`src/rtl/vga_text_reader.sv`:
```
// vga_text_reader: 640x480@60 VGA scan-out of a 40x16 text buffer with a blinking underline cursor
// Ports:
//   clk, reset        pixel clock (25 MHz), asynchronous active-low reset
//   raddr, rdata      text RAM read port {row[3:0], col[6:0]}; data one cycle after address
//   font_addr         font ROM address {code[6:0], frow[3:0]}
//   font_data         glyph row, bit7 = leftmost pixel; one cycle after font_addr
//   cursor_addr       cursor cell, same format as raddr
//   cursor_en         cursor visible when 1
//   R, G, B           3-bit colour channels, three cycles behind the counters
//   Hs, Vs            active-low syncs, delayed with the pixel data
module vga_text_reader #(
  parameter int H_ACTIVE = 640,
  parameter int H_FP = 16,
  parameter int H_SYNC = 96,
  parameter int H_BP = 48,
  parameter int V_ACTIVE = 480,
  parameter int V_FP = 10,
  parameter int V_SYNC = 2,
  parameter int V_BP = 33,
  parameter logic [8:0] FG = 9'b111111111,
  parameter logic [8:0] BG = 9'b000000000,
  parameter int BLINK_FRAMES = 30
) (
  input  logic        clk,
  input  logic        reset,
  output logic [10:0] raddr,
  input  logic [7:0]  rdata,
  output logic [10:0] font_addr,
  input  logic [7:0]  font_data,
  input  logic [10:0] cursor_addr,
  input  logic        cursor_en,
  output logic [2:0]  R,
  output logic [2:0]  G,
  output logic [2:0]  B,
  output logic        Hs,
  output logic        Vs
);
  localparam logic [9:0] H_LAST = 10'(H_ACTIVE + H_FP + H_SYNC + H_BP - 1);
  localparam logic [9:0] V_LAST = 10'(V_ACTIVE + V_FP + V_SYNC + V_BP - 1);
  localparam logic [9:0] H_ACT = 10'(H_ACTIVE);
  localparam logic [9:0] V_ACT = 10'(V_ACTIVE);
  localparam logic [9:0] HS_ON = 10'(H_ACTIVE + H_FP);
  localparam logic [9:0] HS_OFF = 10'(H_ACTIVE + H_FP + H_SYNC);
  localparam logic [9:0] VS_ON = 10'(V_ACTIVE + V_FP);
  localparam logic [9:0] VS_OFF = 10'(V_ACTIVE + V_FP + V_SYNC);
  localparam logic [7:0] F_LAST = 8'(BLINK_FRAMES - 1);
  logic [9:0] h_q, h_d, v_q, v_d;
  logic [4:0] sub_q, sub_d;
  logic [3:0] row_q, row_d;
  logic [7:0] frame_q, frame_d;
  logic       blink_q, blink_d;
  logic       h_end, v_end, sub_end, frame_end;
  logic       act0, hs0, vs0, hit0, code_ok, pix;
  logic [3:0] frow0;
  logic [3:0] p1_frow_q;
  logic [2:0] p1_bit_q, p2_bit_q;
  logic [3:0] p1_flag_q, p2_flag_q;
  logic       p2_ok_q;
  logic [8:0] rgb_q, rgb_d;
  logic       hs_q, vs_q;
  // Scan counters. sub_q is v mod 30 and row_q is v / 30, kept incrementally to avoid a divider;
  // row_q may wrap during vertical blanking, where it is never used.
  always_comb begin
    h_end = h_q == H_LAST;
    v_end = v_q == V_LAST;
    sub_end = sub_q == 5'd29;
    frame_end = frame_q == F_LAST;
    h_d = h_end ? '0 : h_q + 10'd1;
    v_d = !h_end ? v_q : v_end ? '0 : v_q + 10'd1;
    sub_d = !h_end ? sub_q : (v_end || sub_end) ? '0 : sub_q + 5'd1;
    row_d = !h_end ? row_q : v_end ? '0 : row_q + {3'd0, sub_end};
    frame_d = !(h_end && v_end) ? frame_q : frame_end ? '0 : frame_q + 8'd1;
    blink_d = blink_q ^ (h_end && v_end && frame_end);
  end
  // Stage 0: text RAM address and per-pixel flags straight from the counters.
  // Flags are packed {active, hs, vs, cursor_hit}.
  always_comb begin
    act0 = h_q < H_ACT && v_q < V_ACT;
    raddr = act0 ? {row_q, 1'b0, h_q[9:4]} : '0;
    frow0 = sub_q[4:1];
    hs0 = !(h_q >= HS_ON && h_q < HS_OFF);
    vs0 = !(v_q >= VS_ON && v_q < VS_OFF);
    hit0 = cursor_en && blink_q && act0 && cursor_addr == raddr && frow0 >= 4'd13;
  end
  // Stage 1: character code arrives; codes above 95 fetch glyph 0 and are blanked later.
  always_comb begin
    code_ok = rdata < 8'd96;
    font_addr = {code_ok ? rdata[6:0] : 7'd0, p1_frow_q};
  end
  // Stage 2: glyph row arrives; pick the bit for this pixel pair.
  always_comb begin
    pix = p2_flag_q[3] && (p2_flag_q[0] || (p2_ok_q && font_data[p2_bit_q]));
    rgb_d = !p2_flag_q[3] ? '0 : pix ? FG : BG;
  end
  always_ff @(posedge clk or negedge reset) begin
    if (!reset) begin
      h_q <= '0;
      v_q <= '0;
      sub_q <= '0;
      row_q <= '0;
      frame_q <= '0;
      blink_q <= 1'b0;
      p1_frow_q <= '0;
      p1_bit_q <= '0;
      p1_flag_q <= 4'b0110;
      p2_bit_q <= '0;
      p2_flag_q <= 4'b0110;
      p2_ok_q <= 1'b0;
      rgb_q <= '0;
      hs_q <= 1'b1;
      vs_q <= 1'b1;
    end else begin
      h_q <= h_d;
      v_q <= v_d;
      sub_q <= sub_d;
      row_q <= row_d;
      frame_q <= frame_d;
      blink_q <= blink_d;
      p1_frow_q <= frow0;
      p1_bit_q <= ~h_q[3:1];
      p1_flag_q <= {act0, hs0, vs0, hit0};
      p2_bit_q <= p1_bit_q;
      p2_flag_q <= p1_flag_q;
      p2_ok_q <= code_ok;
      rgb_q <= rgb_d;
      hs_q <= p2_flag_q[2];
      vs_q <= p2_flag_q[1];
    end
  end
  assign R = rgb_q[8:6];
  assign G = rgb_q[5:3];
  assign B = rgb_q[2:0];
  assign Hs = hs_q;
  assign Vs = vs_q;
endmodule
```
`config.mk`:
```
export PLATFORM = sky130hd
export DESIGN_NAME = vga_text_reader
export DESIGN_NICKNAME = d
export VERILOG_FILES = /design/src/rtl/vga_text_reader.sv
export SDC_FILE = /design/constraint.sdc
export NUM_CORES = 1
export LEC_CHECK = 0
export ABC_AREA = 1
export BUFFER_PORTS_ARGS = -buffer_cell sky130_fd_sc_hd__buf_4
export CAP_MARGIN = 10
export CORE_UTILIZATION = 55
export DETAILED_ROUTE_END_ITERATION = 6
export PLACE_DENSITY = 0.88
export RECOVER_POWER = 100
export SKIP_CTS_REPAIR_TIMING = 1
export SYNTH_ARGS = -nofsm -noshare
export SYNTH_HDL_FRONTEND = slang
export SYNTH_SLANG_ARGS = --single-unit
```
`constraint.sdc`:
```
create_clock -name clk -period 2 [get_ports clk]
set_input_delay 0.3 -clock clk [delete_from_list [all_inputs] [get_ports clk]]
set_output_delay 0.3 -clock clk [all_outputs]
set_load 0.05 [all_outputs]
```
# Word level (Yosys, flattened, before mapping)
# Cells that the tools add are included.
[word_totals]
ff_bits = 68
input_bits = 30
word_cells = 62
[op_classes]
n_eq_ne = 5
n_mux = 11
magnitude_cmp = 9
reduce_logical = 15
add_sub_neg = 5
bitwise = 2
[ops]
columns = ["operator", "n"]
rows = [
  ["adder 10 x 1 -> 10 bit (second input constant)", 2],
  ["equality test 10 bit (second input constant)", 2],
  ["< comparator 10 bit (second input constant)", 2],
  ["< comparator 10 x 9 -> 1 bit (second input constant)", 2],
  ["two-way mux 10 bit", 2],
  ["two-way mux 9 bit", 2],
  ["equality test 11 bit", 1],
  ["logical AND 1 bit", 11],
  ["two-way mux 11 bit", 1],
  ["greater-or-equal comparator 10 bit (second input constant)", 1],
  ["greater-or-equal comparator 10 x 9 -> 1 bit (second input constant)", 1],
  ["adder 8 x 1 -> 8 bit (second input constant)", 1],
  ["equality test 8 x 5 -> 1 bit (second input constant)", 1],
  ["< comparator 8 x 7 -> 1 bit (second input constant)", 1],
  ["two-way mux 8 bit", 1],
  ["two-way mux 7 bit", 1],
  ["adder 5 x 1 -> 5 bit (second input constant)", 1],
  ["equality test 5 bit (second input constant)", 1],
  ["two-way mux 5 bit", 1],
  ["adder 4 x 1 -> 4 bit", 1],
  ["greater-or-equal comparator 4 bit (second input constant)", 1],
  ["< comparator 3 x 4 -> 1 bit (second input constant)", 1],
  ["two-way mux 4 bit", 1],
  ["binary-select mux 1 bit (select 3 bit)", 1],
  ["5 further kinds", 7],
]

# Longest topological paths before layout
[depth]
ltp_word = 7
ltp_mapped = 10
mapped_depth_nobuf = 9

# Worst setup path after synthesis
# No wires, ideal clock.
[synth_timing]
path_kind = "reg2out"
start = "register v_q[7]"
end = "output port raddr[0]"
path_buffers = 1
setup_slack_ns = 0.021
path_stages_with_launch = 7
t_arrival_ns = 1.679
path_cell_list = "dfrtp_1 nand2_1 inv_1 nand2_1 clkbuf_1 nand2_1 nor2_1"
[synth_between]
elab_chain_cells = 3
[synth_lines]
columns = ["item", "line", "text"]
rows = [
  ["start: declaration", "47", "logic [9:0] h_q, h_d, v_q, v_d;"],
  ["start signal: assignment", "114", "v_q <= v_d;"],
  ["< comparator 10 x 9 -> 1 bit", "78", "act0 = h_q < H_ACT && v_q < V_ACT;"],
  ["logical AND 1 bit", "78", ""],
  ["two-way mux 11 bit", "79", "raddr = act0 ? {row_q, 1'b0, h_q[9:4]} : '0;"],
  ["end: declaration", "26", "output logic [10:0] raddr,"],
]
# No other way between the ends.

# Final worst setup path
[layout_timing]
start = "register h_q[7]"
end = "output port raddr[7]"
[layout_between]
elab_chain_cells = 3
[layout_lines]
columns = ["item", "line", "text"]
rows = [
  ["start: declaration", "47", ""],
  ["start signal: assignment", "97", "h_q <= '0;"],
  ["start signal: assignment", "113", "h_q <= h_d;"],
  ["< comparator 10 bit", "78", ""],
  ["logical AND 1 bit", "78", ""],
  ["two-way mux 11 bit", "79", ""],
]
# No other way between the ends.

==> qor.yml <==
vias_per_cell: 5.14
synth_mux_area_share_pct: 0.315
p_clk_share_pct: 49.4
cp_max_fo: 5
fp.dieH_um: 78.0
hold_viol: 0
drc: 0
cts.htree.levels: 3
finalCritPeriodShare_pct: 99.4
vias: 2715
postRouteAntennaNets: 0
initial_core_util_pct: 57.3
grt_pass1_wl_um: 11100
post-dp-hpwl_um: 4670
synth_top_area_cell: "dfrtp_1"
clockBufferDepth: 2
fp.dieW_um: 78.0
p_sw_mw: 0.600
grt_max_degree: 61
yosys.area_share.simple_pct: 24.3
clk_latency_ns: 0.35
synth_cell_types: 41
tightest_slew_ns: 1.45
path_class: "reg2out"
layout.nets: 491
min_path_type: "in2reg"
internal-power_mw: 2.18
placed_cell_area_um2: 3650
synthToLayoutAreaGrowth_pct: 25.1
synth_nets: 425
hold_ws_ns: 0.109
cts-buffers-inserted: 9
p_leak_nw: 2.12
seqPwrFrac_pct: 43.9
maxSlewHeadroom_pct: 3.63
ctsRootBufferMaster: "clkbuf_8"
critPathCaptureType: "output pin"
fin_skew_ns: 0.00881
status: "completed"
regArea_um2: 1510
avgSynthCellArea_um2: 8.25
io_pins: 63
clkTransAtPathRegs_ns: 0.07
setup_viol: 0
netlist_area_um2: 3180
yosys_warnings: 0
gp_congestion: 0.909
stdcell_area_um2: 3970
clock.fmax_mhz: 503
netlist_instances: 385
drt-total-wl_um: 7030
synthTopCellsByArea: "dfrtp_1 (43%), inv_1 (8.3%), nand2_1 (8.3%)"
synth_top_family_by_area: "simple AND/OR/NAND/NOR gates"
fin_ws_ns: 0.0124
post-place-ws_ns: 0.111
synth_compound_area_share_pct: 7.05
core.rowCount: 27
sw_frac_of_total_pct: 21.6
cts.sinks: 60
yosysSeqAreaShare_pct: 47.5
maxCapViolCount: 0
dr.pass1.iters: 5
multiInputGateArea_um2: 1310
cp.arrival_ns: 1.69
cts_tree: "built"
startpoint_type: "register"
antenna_found_initial: 0
io_buffers: 61
ys_ff_latch: 60
drt_iter0_markers: 241
rsz0062_at_grt: "true"
slew_viol_final: 0
crit_required_ns: 1.70
finalCriticalPeriod_ns: 1.99
powerDensity_nw_per_um2: 699
ir_worst_vdd_mv: 0.585
synth_top_area_share_pct: 42.6
p_comb_share_pct: 6.8
antenna_cells: 0
die-area_um2: 6080
yosys.area_share.xor_xnor_pct: 4.96
grt_remaining_overflow: 0
core_um2: 5540
synthAdderAreaFrac_pct: 3.94
wire_per_inst_um: 13.3
grt_pass1_vias: 2434
drive_above_1_share_pct: 23.9
grt_use_total_pct: 23.7
fillCellCount: 402
## power groups by stage
stage / Combinational (mW) / Sequential [mW] / Clock [mW]
4_1_cts: 0.190 / 1.22 / 1.38
6_report: 0.188 / 1.22 / 1.37
3_3_place_gp: 0.185 / 1.24 / 0
5_1_grt: 0.201 / 1.22 / 1.45
2_1_floorplan: 0.0989 / 1.24 / 0
3_5_place_dp: 0.189 / 1.24 / 0
## path summary, 6_finish.rpt
kind | from | end | slack (ns) | cells past startpoint
max reg2reg | h_q[4] | sub_q[0] | 0.18 | 7
max in group asynchronous | reset | h_q[9] | 0.74 | 1
min | rdata[7] | p2_ok_q | 0.11 | 2
min in group asynchronous | reset | frame_q[3] | 0.29 | 1
max | h_q[7] | raddr[7] | 0.01 | 7
min reg2reg | p1_flag_q[3] | p2_flag_q[3] | 0.35 | 0
## synth_stat cells
master and count:
inv_1 70, nand2_1 70, dfrtp_1 54, nor2_1 47
nand3_1 26, o21ai_0 16, xor2_1 16, nand4_1 12
ha_1 10, buf_4 9, nor3_1 7, dfstp_2 6
a21oi_1 4, o21ai_1 3, a22o_1 2, buf_2 2
clkbuf_1 2, inv_2 2, nand2_2 2, nand3b_1 2
o31ai_1 2, xnor2_1 2, a2111o_1 1, a21boi_0 1
a31o_2 1, a31oi_1 1, buf_6 1, clkinv_1 1
clkinv_2 1, conb_1 1, mux2i_1 1, nand3_4 1
nor2_2 1, nor3_2 1, nor3_4 1, nor3b_1 1
o211ai_1 1, o21bai_1 1, o22ai_1 1, o31ai_4 1
or2_2 1
## cell type report
cell class | count | area share, %
clock buffers | 12 | 3.91
clock inverters | 4 | 2.39
inverters | 74 | 7.03
multi-input cells | 237 | 33.0
flip-flops and latches | 60 | 38.1
well taps | 72 | 2.27
repair buffers | 69 | 13.3
## cell usage in the layout, fill, tap and decap left out, types with 3 or more instances in the layout
master | synthesis | layout
ha_1 | 10 | 10
o21ai_0 | 16 | 16
dfstp_2 | 6 | 6
o21ai_1 | 3 | 3
xor2_1 | 16 | 16
dfrtp_1 | 54 | 51
nor3_1 | 7 | 7
inv_1 | 70 | 70
nand3_1 | 26 | 26
nand4_1 | 12 | 12
bufinv_16 | 0 | 3
a21oi_1 | 4 | 4
clkbuf_8 | 0 | 11
buf_4 | 9 | 62
dfrtp_2 | 0 | 3
nor2_1 | 47 | 46
nand2_1 | 70 | 67
nand2_2 | 2 | 3
buf_6 | 1 | 4
## metrics by stage
stage,TNS (ns),util [%],cells,power (mW)
2_1_floorplan,0,-,385,1.34
3_3_place_gp,0,65.9,507,1.43
3_5_place_dp,0,65.9,507,1.43
4_1_cts,-0.536,70.4,523,2.79
5_1_grt,-0.117,71.7,528,2.87
6_report,0,71.7,528,2.78
## flip-flops by register name (all words and copies together), names as in the netlist, 3 cells and up
register and flops:
v_q 10, h_q 10, p1_flag_q 4, p1_frow_q 4
frame_q 8, p1_bit_q 3, row_q 4, p2_bit_q 3
sub_q 5, p2_flag_q 4
## metal layers
| layer | track usage (%) | routed length (µm) |
|---|---|---|
| met5 | 0 | 0 |
| met4 | 9.63 | 158 |
| met3 | 5.53 | 355 |
| met2 | 39.4 | 3550 |
| met1 | 29.9 | 2960 |
## worst max-delay path: stages (launching register included)
cell     delay, ns
dfrtp_2       0.45
nand2_1       0.11
inv_1         0.06
nor2_2        0.16
buf_4         0.17
nand3_1       0.13
inv_2         0.10
buf_6         0.15
## kinds of logic (layout without fill, tap and decap cells)
logic type                 Yosys count  after routing
xor gates and xnor gates            18             18
AOI/OAI and AO/OA                   35             35
adders and majority gates           10             10
and+or+nand+nor                    172            172
other                                1              1
buffers and inverters               88            159
muxes                                1              1
DFF                                 60             60
No activity file was read; power rests on OpenSTA's default activity.
